### config.mk
export PLATFORM = sky130hd
export DESIGN_NAME = pe_config_loader
export DESIGN_NICKNAME = d
export VERILOG_FILES = /design/src/rtl/pe_config_loader.sv
export SDC_FILE = /design/constraint.sdc
export NUM_CORES = 1
export LEC_CHECK = 0
export CAP_MARGIN = 15
export CORE_MARGIN = 5
export CORE_UTILIZATION = 55
export DETAILED_ROUTE_END_ITERATION = 8
export HOLD_SLACK_MARGIN = 0.08
export PLACE_DENSITY = 0.79
export REMOVE_ABC_BUFFERS = 1
export SETUP_SLACK_MARGIN = 0.5
export SLEW_MARGIN = 20
export SYNTH_ARGS = -nofsm -noshare
export SYNTH_HDL_FRONTEND = slang
export SYNTH_SLANG_ARGS = --single-unit
export TNS_END_PERCENT = 50
### constraint.sdc
create_clock -name clk -period 10.1 [get_ports clk]
set_clock_uncertainty 0.1 [all_clocks]
set_input_delay 1.01 -clock clk [delete_from_list [all_inputs] [get_ports clk]]
set_output_delay 1.01 -clock clk [all_outputs]
set_load 0.02 [all_outputs]
### src/rtl/pe_config_loader.sv
// Configuration front-end for the PE array.
// Collects one configuration packet from a valid/ready word stream into a
// local buffer, then replays it without gaps onto the configure port of the
// addressed PE. Packets that overflow the buffer or name a nonexistent PE
// are rejected with a one-cycle error pulse and never reach any PE.
`timescale 1ns/1ps

module pe_config_loader #(
    parameter int NUM_PE  = 4,
    parameter int PE_ID_W = 2,
    parameter int DEPTH   = 16
) (
    input  logic                  clk,
    input  logic                  reset,
    input  logic                  cfg_in_valid,
    output logic                  cfg_in_ready,
    input  logic [31:0]           cfg_in_data,
    input  logic                  cfg_in_last,
    input  logic [PE_ID_W-1:0]    cfg_in_pe_id,
    output logic [NUM_PE*33-1:0]  PE_Configure_Outport,
    output logic                  cfg_done,
    output logic                  cfg_err,
    output logic                  cfg_busy
);

    // Count runs 0..DEPTH inclusive, so it needs one more code than an index.
    localparam int IDX_W = (DEPTH > 1) ? $clog2(DEPTH) : 1;
    localparam int CNT_W = $clog2(DEPTH + 1);

    typedef enum logic [1:0] {
        COLLECT = 2'd0,
        BURST   = 2'd1,
        DRAIN   = 2'd2
    } state_t;

    state_t                 state_q;
    logic [CNT_W-1:0]       count_q;
    logic [CNT_W-1:0]       len_q;
    logic [CNT_W-1:0]       ptr_q;
    logic [PE_ID_W-1:0]     tgt_q;
    logic [NUM_PE*33-1:0]   outPort_q;
    logic                   done_q;
    logic                   err_q;
    logic [31:0]            wordBuf_q [DEPTH];

    logic                   accept;
    logic                   isFull;
    logic [PE_ID_W-1:0]     idEff;
    logic                   idOk;
    logic [31:0]            rdWord;

    // Ready is held low while reset is asserted so no beat slips in during it.
    assign cfg_in_ready = ((state_q == COLLECT) || (state_q == DRAIN)) && !reset;
    assign accept       = cfg_in_valid && cfg_in_ready;
    assign isFull       = (count_q == CNT_W'(DEPTH));

    // The target comes straight off the bus on the first beat, afterwards
    // from the latched copy.
    assign idEff  = (count_q == '0) ? cfg_in_pe_id : tgt_q;
    assign idOk   = (32'(idEff) < NUM_PE);
    assign rdWord = wordBuf_q[ptr_q[IDX_W-1:0]];

    assign PE_Configure_Outport = outPort_q;
    assign cfg_done             = done_q;
    assign cfg_err              = err_q;
    assign cfg_busy             = (state_q != COLLECT);

    // Packet storage: plain RAM-style array with no reset, written while collecting.
    always_ff @(posedge clk) begin
        if (accept && (state_q == COLLECT) && !isFull) begin
            wordBuf_q[count_q[IDX_W-1:0]] <= cfg_in_data;
        end
    end

    // Control FSM: collect, reject/drain, or replay the buffered packet.
    always_ff @(posedge clk or posedge reset) begin
        if (reset) begin
            state_q   <= COLLECT;
            count_q   <= '0;
            len_q     <= '0;
            ptr_q     <= '0;
            tgt_q     <= '0;
            outPort_q <= '0;
            done_q    <= 1'b0;
            err_q     <= 1'b0;
        end else begin
            done_q <= 1'b0;
            err_q  <= 1'b0;
            case (state_q)
                COLLECT: begin
                    if (accept) begin
                        if (isFull || !idOk) begin
                            // Rejected packet: nothing is emitted; skip the
                            // rest of it unless this beat already ended it.
                            err_q   <= 1'b1;
                            count_q <= '0;
                            state_q <= cfg_in_last ? COLLECT : DRAIN;
                        end else begin
                            if (count_q == '0) begin
                                tgt_q <= cfg_in_pe_id;
                            end
                            count_q <= count_q + 1'b1;
                            if (cfg_in_last) begin
                                len_q   <= count_q + 1'b1;
                                ptr_q   <= '0;
                                state_q <= BURST;
                            end
                        end
                    end
                end
                DRAIN: begin
                    if (accept && cfg_in_last) begin
                        count_q <= '0;
                        state_q <= COLLECT;
                    end
                end
                BURST: begin
                    if (ptr_q == len_q) begin
                        outPort_q <= '0;
                        done_q    <= 1'b1;
                        count_q   <= '0;
                        state_q   <= COLLECT;
                    end else begin
                        for (int i = 0; i < NUM_PE; i++) begin
                            outPort_q[33*i +: 33] <= (tgt_q == PE_ID_W'(i)) ? {1'b1, rdWord} : 33'd0;
                        end
                        ptr_q <= ptr_q + 1'b1;
                    end
                end
                default: begin
                    state_q <= COLLECT;
                end
            endcase
        end
    end

endmodule

# --- After elaboration in Yosys (flattened, before gate mapping) ---
# Memories as Yosys holds them, arrays and structs flattened.
# Cells that the tools add are included.
op_classes:
  bitwise: 1
  n_addsub: 2
  eq_ne: 14
  n_mux: 29
  n_reduce_logical: 19
op_table:
  columns: ["op", "n"]
  rows:
  - ["$mux 132", 1]
  - ["$mux 33", 4]
  - ["$mux 5", 8]
  - ["$reduce_and 4->1", 4]
  - ["$pmux 5 s3", 1]
  - ["$mux 2", 6]
  - ["$add 5x1->5 const B", 2]
  - ["$ne 2x2->1 const B", 5]
  - ["$pmux 5 s2", 1]
  - ["$mux 1", 7]
  - ["$eq 2x2->1 const B", 3]
  - ["$pmux 2 s3", 1]
  - ["$eq 5x5->1", 1]
  - ["$eq 5x5->1 const B", 1]
  - ["$logic_and 1x1->1", 5]
  - ["$logic_not 5->1", 1]
  - ["$reduce_and 5->1", 1]
  - ["$eq 2x1->1 const B", 2]
  - ["$logic_not 2->1", 2]
  - ["$reduce_bool 2->1", 2]
  - ["$ne 3x3->1 const B", 1]
  - ["$reduce_bool 3->1", 1]
  - ["$logic_not 1->1", 2]
  - ["$ne 2x1->1 const B", 1]
  - ["2 further kinds", 2]
word_totals:
  memories: 1
  in_bits: 38
  ram_bits: 512
  out_inout_bits: 136
  register_bits: 153
mem_list:
  columns: ["memory", "words", "width", "read_ports", "rd_clocked_by_memory_dff", "write_ports", "line", "source"]
  rows:
  - ["wordBuf_q", 16, 32, 1, 0, 1, "44", "logic [31:0] wordBuf_q [DEPTH];"]

# --- Longest topological paths before layout ---
# Gate-level depths: netlist of the first run.
logic_depth:
  ltp_word: 8
  ltp_mapped: 9
  ltp_nobuf: 7

# --- Worst setup path after synthesis of the first run ---
# Ideal clock, no wire load.
synth_path:
  path_type: "input-to-reg"
  startpoint: "in reset"
  endpoint: "mem wordBuf_q[15][0], enable pin"
  cell_stages: 2
  path_buffers: 0
  required_ns: 9.579
  slack_ns: 6.895
  arrival_time_ns: 2.684
  path_cell_list: "nand3b_2 > nor2_1"
synth_between:
  elab_chain_cells: 7
synth_lines:
  columns: ["item", "line", "source"]
  rows:
  - ["from (decl)", "14", "input logic reset,"]
  - ["$logic_not 1->1 (no line)", null, null]
  - ["$logic_and 1x1->1", "53", "assign cfg_in_ready = ((state_q == COLLECT) || (state_q == DRAIN)) && !reset;"]
  - ["$logic_and 1x1->1", "54", "assign accept = cfg_in_valid && cfg_in_ready;"]
  - ["$logic_and 1x1->1 (2 in a row)", "70", "if (accept && (state_q == COLLECT) && !isFull) begin"]
  - ["$mux 1", "70", null]
  - ["$mux 1 (not written as such)", "71", "wordBuf_q[count_q[IDX_W-1:0]] <= cfg_in_data;"]
  - ["to (decl)", "44", null]
# Every way passes these cells.

# --- Worst setup path in the final report of the first run ---
layout_path:
  startpoint: "reg ptr_q[0]"
  endpoint: "reg outPort_q[67] (netlist: PE_Configure_Outport[67])"
layout_between:
  elab_chain_cells: 3
layout_lines:
  columns: ["item", "line", "source"]
  rows:
  - ["from (decl)", "39", "logic [CNT_W-1:0] ptr_q;"]
  - ["from (signal assigned)", "127", "ptr_q <= ptr_q + 1'b1;"]
  - ["$mem_v2 16x32", null, null]
  - ["$mux 33", "125", "outPort_q[33*i +: 33] <= (tgt_q == PE_ID_W'(i)) ? {1'b1, rdWord} : 33'd0;"]
  - ["$mux 132 (*)", "118", "if (ptr_q == len_q) begin"]
  - ["to (signal, indexed assignment)", "125", null]
  - ["to (decl)", "41", "logic [NUM_PE*33-1:0] outPort_q;"]
# Mark *: on every way between the ends. The rest lies on a longest branch, timed or not.
# A chain may end at the register's enable or synchronous reset.

==> results of run 1 <==
==> report_power, final <==
group | switching (mW) | leakage [nW] | internal (mW)
Clock | 1.04 | 1.12 | 1.56
Sequential | 0.265 | 6.66 | 3.25
Combinational | 1.53 | 2.34 | 1.23
Total | 2.83 | 10.1 | 6.04
==> cell usage in the layout, fill, tap and decap left out, drive strengths merged, types with 2 or more instances in the layout <==
master	netlist	routed
mux4	128	128
buf	43	12
clkbuf	37	96
dfrtp	153	153
nor3	5	5
and2	18	18
o2bb2ai	130	130
bufinv	0	8
a21oi	8	8
ha	8	8
xnor2	5	5
a31oi	5	5
clkinvlp	0	2
o21ai	11	11
nor4	4	4
nor3b	3	3
nand3	7	7
inv	14	17
edfxtp	512	512
nand4b	2	2
clkdlybuf4s50	0	173
nand2b	5	5
nand2	16	16
or2	2	2
nor2b	3	3
clkinv	0	14
nand4	3	3
nor2	47	47
mux2	2	2
a22o	64	64
==> layout make-up <==
type,instances,area (um2),share of cell area
timing repair buffer,185,1829,0.06115
multi-input combinational,489,5749,0.1922
clock inverter,27,362.8,0.01213
sequential,665,19210,0.6422
tap,600,750.7,0.02510
clock buffer,96,1952,0.06525
inverter,14,60.06,0.002008
==> kinds of logic (layout without fill, tap and decap cells) <==
family,count (synthesis),after routing
DFF,665,665
AOI/OAI and AO/OA,226,226
muxes,130,130
and+or+nand+nor,120,120
buffers and inverters,94,322
adders and majority gates,8,8
xor gates and xnor gates,5,5
==> sequential cells by signal, indices dropped and copies added, names as in the netlist <==
| register | count |
|---|---|
| PE_Configure_Outport | 132 |
| cfg_done | 1 |
| cfg_err | 1 |
| count_q | 5 |
| len_q | 5 |
| ptr_q | 5 |
| state_q | 2 |
| tgt_q | 2 |
| wordBuf_q | 512 |
==> worst reg2reg max path, cell delays in order, from the launching register on <==
cell and delay, ns:
dfrtp_4 0.96, xnor2_1 0.20, nand3_1 0.21, or2_1 0.29, nand4b_2 0.75, buf_4 0.55, o2bb2ai_1 0.24
==> layer usage <==
layer | vias to the layer above | part of all wire
met1 | 6999 | 0.40
met5 | - | 0
met3 | 90 | 0.064
met4 | 0 | 0.021
li1 | 5500 | -
met2 | 599 | 0.52
==> stage by stage <==
step                      utilization  setup WS [ns]  hold slack, ns  instances
after floorplan                     -          3.125          0.3598       1168
after global placement         0.6066          6.343          0.3673       1952
after detailed placement       0.6068          6.315          0.3719       1953
after CTS                      0.6577          6.503          0.3884       2076
after global routing           0.6578          6.367          0.4007       2076
final                          0.6578          6.691          0.3846       2076
==> worst min-delay path by stage <==
stage / slack, ns / to / cells after the start
final: 0.38 / PE_Configure_Outport[72]$_DFFE_PP0N_ / 1
after global routing: 0.40 / PE_Configure_Outport[3]$_DFFE_PP0N_ / 1
after CTS: 0.39 / PE_Configure_Outport[29]$_DFFE_PP0N_ / 1
after detailed placement: 0.37 / PE_Configure_Outport[49]$_DFFE_PP0N_ / 1
after global placement: 0.37 / PE_Configure_Outport[78]$_DFFE_PP0N_ / 1
after floorplan: 0.36 / len_q[4]$_DFFE_PP0P_ / 2
==> run_results.csv, run 1 <==
group,metric,value,unit
outcome,status,"complete, no violations",
sta,tightestPinTransition,1.113,ns
floorplanning,die_w,224.9,um
clocking,worstSkewPairLatency,0.59,ns
sta,setup_tns,0,ns
power_and_ir_drop,p_total,8.874,mW
global_routing,use_met2,0.3779,
setup_path,reg2reg_depth,6,
setup_path,r2r-end,"PE_Configure_Outport[67]$_DFFE_PP0N_",
layout,antennaDiodeCount,0,
clocking,cts_made_buffers,67,
synthesis,synth_top_area_share,0.6055,
setup_path,worstSetupEndpoint,"PE_Configure_Outport[67]$_DFFE_PP0N_",
setup_path,r2r-start,"ptr_q[0]$_DFFE_PP0P_",
synthesis,yosysTopAreaCell,"edfxtp_1",
run,maxCapViolCount,0,
global_routing,grt_busiest_layer,"met2",
synthesis,seq_area_frac_synth,0.7563,
floorplanning,die_area,50560,um2
setup_path,path_buf_inv,1,
synthesis,synth.most_common_cell,"edfxtp_1",
sta,finalSetupViolCount,0,
setup_path,slowest_delay,0.96,ns
min_path,hp-class,"reg -> reg",
route,totalWireLength,57050,um
sta,rsz0062_at_grt,"no",
global_routing,use_met1,0.3185,
synthesis,synthSimpleGateAreaFrac,0.02981,
placed_design,globalplace.congestion,0.7646,
synthesis,synthXorXnorAreaFrac,0.001725,
clocking,cts_setup_buffers,0,
synthesis,synth_top_family_by_area,"multiplexers",
synthesis,ys_warn_count,0,
min_path,hp-start,"PE_Configure_Outport[72]$_DFFE_PP0N_",
sta,maxSlewHeadroom,0.2561,
synthesis,ys_ff_latch,665,
clocking,cts_max_level,3,
route,dr_total_vias,13190,
sta,fin_crit,3.409,ns
layout,syn2layout_area_growth,17.81,%
clocking,cts_hold_buf,0,
route,drt_iter0_markers,1207,
synthesis,synth-adder-area-share,0.003942,
setup_path,path_depth,6,
placed_design,placedInstanceArea,27600,um2
setup_path,cp_max_fo,41,
global_routing,use_met3,0.03759,
power_and_ir_drop,powerDensity,296.6,nW/um2
sta,finalMaxSlewViolations,0,
power_and_ir_drop,peakVddDrop,0.0003247,V
synthesis,synth_commonest_cells,"edfxtp_1 (512), dfrtp_1 (153), o2bb2ai_1 (130)",
sta,timing_hold_violations_final,0,
setup_path,worstSetupPathType,"reg -> reg",
global_routing,grt_pass1_vias,13740,
setup_path,crit_family,"simple AND/OR/NAND/NOR gates",
setup_path,critical_path.slowest_cell,"dfrtp_4",
global_routing,grt_antenna_before_repair,0,
route,via_per_inst,6.353,
synthesis,async_reset_ff_frac,0.2301,
layout,fill_cells,2912,
layout,finish.net_count,1468,
synthesis,synth_top_flop_cell,"edfxtp_1",
floorplanning,initial_core_util,0.5583,
setup_path,crit_path_cell_trace,"xnor2_1 -> nand3_1 -> or2_1 -> nand4b_2 -> buf_4 -> o2bb2ai_1",
sta,period_share,0.3375,
global_routing,grt_first_pass_wirelength,86860,um
placed_design,portBuffers,173,
setup_path,required,10.49,ns
floorplanning,die_h,224.9,um
clocking,clk_path_buf_depth,3,
sta,fmax,0.2933,GHz
synthesis,synth-compound-area-share,0.07455,
route,drc_errors,0,
setup_path,end_kind,"flip-flop",
clocking,clkSlewWorstSetupHoldPaths,0.06,ns
route,dr.pass1.iters,5,
power_and_ir_drop,leakagePower,10.13,nW
setup_path,critPathLaunch,"ptr_q[0]$_DFFE_PP0P_",
synthesis,syn-cell-area,25390,um2
global_routing,grt_overflow,0,
floorplanning,core,45480,um2
clocking,cts_root_buf,"clkbuf_16",
setup_path,start_kind,"flip-flop",
layout,final_layout_size_suffix_gt1_frac,0.2053,
route,antenna_left,0,
synthesis,yosys-top-cells-area,"edfxtp_1 (61%), dfrtp_1 (15%), mux4_2 (11%)",
layout,final_area,29910,um2
global_routing,grt_max_degree,85,
synthesis,synth_edf_count,512,
clocking,cts_tree,"yes",
synthesis,netlist_instances,1248,
synthesis,synth_cell_types,48,
setup_path,rrSetupSlack,6.69,ns
global_routing,grt_usage,0.2270,
clocking,cts.sinks,665,
clocking,cts_resized,0,
synthesis,synthMuxAreaShare,0.1144,
floorplanning,io_pins,174,
placed_design,dp_hpwl,30520,um
route,routedWlPerCell,27.48,um
synthesis,avgSynthCellArea,20.35,um2
floorplanning,rows,78,
setup_path,worstPathArrival,3.79,ns
No activity file was read; power rests on OpenSTA's default activity.
==> run 2: changes to the inputs <==
Settings changed: CORE_UTILIZATION 55 to 53, PLACE_DENSITY 0.79 to 0.8.
Clock period 10.1 ns to 3.1 ns, I/O delays scaled along.
==> run_results.csv, run 2 (synthesis gave the netlist of run 1 again) <==
group,metric,value,unit
power_and_ir_drop,pwr-share-comb,0.332,
global_routing,grt_busiest_layer,"met2",
route,drc_errors,0,
floorplanning,die_area,52390,um2
setup_path,reg2reg_depth,6,
setup_path,crit_family,"buffers and inverters",
run,maxCapViolCount,0,
setup_path,critical_path.slowest_cell,"clkdlybuf4s50_1",
clocking,cts_tree,"yes",
sta,rsz0062_at_grt,"yes",
sta,fmax,0.3947,GHz
setup_path,path_depth,5,
route,routedWlPerCell,26.83,um
sta,finalSetupViolCount,0,
sta,maxSlewHeadroom,0.4508,
floorplanning,die_w,228.9,um
power_and_ir_drop,pwr-share-seq,0.401,
clocking,cts.sinks,665,
setup_path,cp_max_fo,7,
layout,syn2layout_area_growth,19.25,%
global_routing,grt_overflow,0,
clocking,cts_made_buffers,61,
layout,mostFrequentLayoutCells,"edfxtp_1 (512), clkdlybuf4s50_1 (173), dfrtp_1 (151)",
global_routing,use_met1,0.2945,
floorplanning,die_h,228.9,um
min_path,min_path_cells,2,
power_and_ir_drop,p_switching,9.144,mW
layout,finish.net_count,1515,
route,antenna_left,0,
global_routing,grt_first_pass_wirelength,88550,um
sta,timing_hold_violations_final,0,
route,dr.pass1.iters,5,
power_and_ir_drop,peakVddDrop,0.0005481,V
global_routing,grt_max_degree,80,
setup_path,required,2.69,ns
clocking,clkSlewWorstSetupHoldPaths,0.06,ns
sta,finalMaxSlewViolations,0,
global_routing,grt_usage,0.2195,
clocking,clk_path_buf_depth,3,
global_routing,grt_antenna_before_repair,3,
clocking,worstSkewPairLatency,0.62,ns
setup_path,worstPathArrival,2.12,ns
power_and_ir_drop,switching_share,0.3217,
route,dr_total_vias,13370,
placed_design,globalplace.congestion,0.7833,
min_path,hp-class,"in -> reg",
global_routing,grt_pass1_vias,14140,
power_and_ir_drop,internal-power,19.28,mW
floorplanning,initial_core_util,0.5341,
outcome,status,"complete, no violations",
placed_design,portBuffers,173,
route,via_per_inst,6.254,
global_routing,use_met3,0.03963,
layout,seqCellArea,19210,um2
floorplanning,io_pins,174,
sta,tightestPinTransition,0.8238,ns
global_routing,use_met2,0.3717,
setup_path,crit_path_cell_trace,"inv_1 -> ha_2 -> nor2_1 -> nor2_1 -> clkdlybuf4s50_1",
setup_path,start_kind,"flip-flop",
power_and_ir_drop,clkPwrFrac,0.267,
setup_path,critPathMostFrequentCell,"nor2_1",
setup_path,slowest_delay,0.61,ns
power_and_ir_drop,leakagePower,10.32,nW
layout,fill_cells,3039,
layout,multi_input_comb_area,5763,um2
setup_path,worstSetupPathType,"reg -> out",
sta,fin_crit,2.534,ns
power_and_ir_drop,p_total,28.43,mW
floorplanning,core,47550,um2
clocking,cts_max_level,2,
setup_path,path_buf_inv,2,
route,totalWireLength,57330,um
floorplanning,rows,80,
layout,layout_commonest_cell,"edfxtp_1",
placed_design,dp_hpwl,34530,um
setup_path,end_kind,"primary output",
sta,period_share,0.8173,
layout,largest_reg_flops,512,
layout,final_layout_size_suffix_gt1_frac,0.2301,
clocking,cts_root_buf,"clkbuf_16",
layout,fin_util,0.6369,
power_and_ir_drop,powerDensity,938.9,nW/um2
route,drt_iter0_markers,1178,
run 2: cell types whose count changed in the layout (fill, tap and decap cells not counted), moves of 2 or more:
| cell | previous run | this run |
|---|---|---|
| buf_12 | 0 | 17 |
| buf_4 | 10 | 46 |
| clkbuf_1 | 18 | 14 |
| clkbuf_16 | 72 | 61 |
| clkbuf_8 | 6 | 0 |
| clkinv_1 | 7 | 11 |
| clkinv_2 | 5 | 10 |
| clkinv_4 | 0 | 3 |
| clkinvlp_4 | 1 | 3 |
| inv_6 | 4 | 2 |
run 2: layout make-up:
class                      count  share of cell area
clock buffer                  75             0.05215
antenna                        1          0.00008264
tap                          615             0.02541
clock inverter                40             0.01508
multi-input combinational    489              0.1903
timing repair buffer         238             0.08053
inverter                      14            0.001983
sequential                   665              0.6344
run 2: path summary, 6_finish.rpt:
kind	startpoint	end	slack (ns)
setup / recovery	state_q[0]$_DFFE_PP0P_	cfg_in_ready	0.57
hold / removal	cfg_in_pe_id[0]	tgt_q[0]$_DFFE_PP0P_	0.29
setup reg to reg	count_q[0]$_DFFE_PP0P_	wordBuf_q[2][21]$_DFFE_PP_	0.57
hold reg to reg	PE_Configure_Outport[53]$_DFFE_PP0N_	PE_Configure_Outport[53]$_DFFE_PP0N_	0.38
max in group asynchronous	reset	PE_Configure_Outport[47]$_DFFE_PP0N_	1.63
min in group asynchronous	reset	cfg_err$_DFF_PP0_	0.60
run 2: through the flow:
stage               setup WS, ns  cell area [um2]  hold WS [ns]  instances  TNS (ns)
detailed placement        0.3401            28210        0.3720       2020         0
global placement          0.4567            28210        0.3676       2020         0
global route              0.4684            30280        0.2650       2137         0
finish                    0.5663            30280        0.2894       2137         0
CTS                       0.5126            30260        0.2549       2136         0
floorplan                 -3.875            24960        0.3089       1168   -744.39
run 2: power groups by stage:
stage                     registers, mW  logic [mW]  clock network (mW)
after global routing               11.5        10.1                8.11
after floorplan                    12.4        4.27                   0
final                              11.4        9.44                7.58
after global placement             11.5        9.23                   0
after detailed placement           11.5        9.44                   0
after CTS                          11.4        9.55                7.71
run 2: repair_timing:
item,4_1_cts,5_1_grt
buffers inserted,0,0
hold endpoints to repair,45,0
hold buffers,1,0
resized for setup,1,3
setup endpoints to repair,21,147
run 2: worst register-to-register path, stage by stage, from the launching register on:
cell	delay (ns)
dfrtp_1	0.45
inv_1	0.12
ha_1	0.30
and4bb_2	0.32
nor4_2	0.34
and2_2	0.23
buf_4	0.32
run 2: per-layer routing:
layer	wire, um	share of wire
met5	26	0.00045
met1	22090	0.39
met4	1415	0.025
met3	4293	0.075
met2	29500	0.51
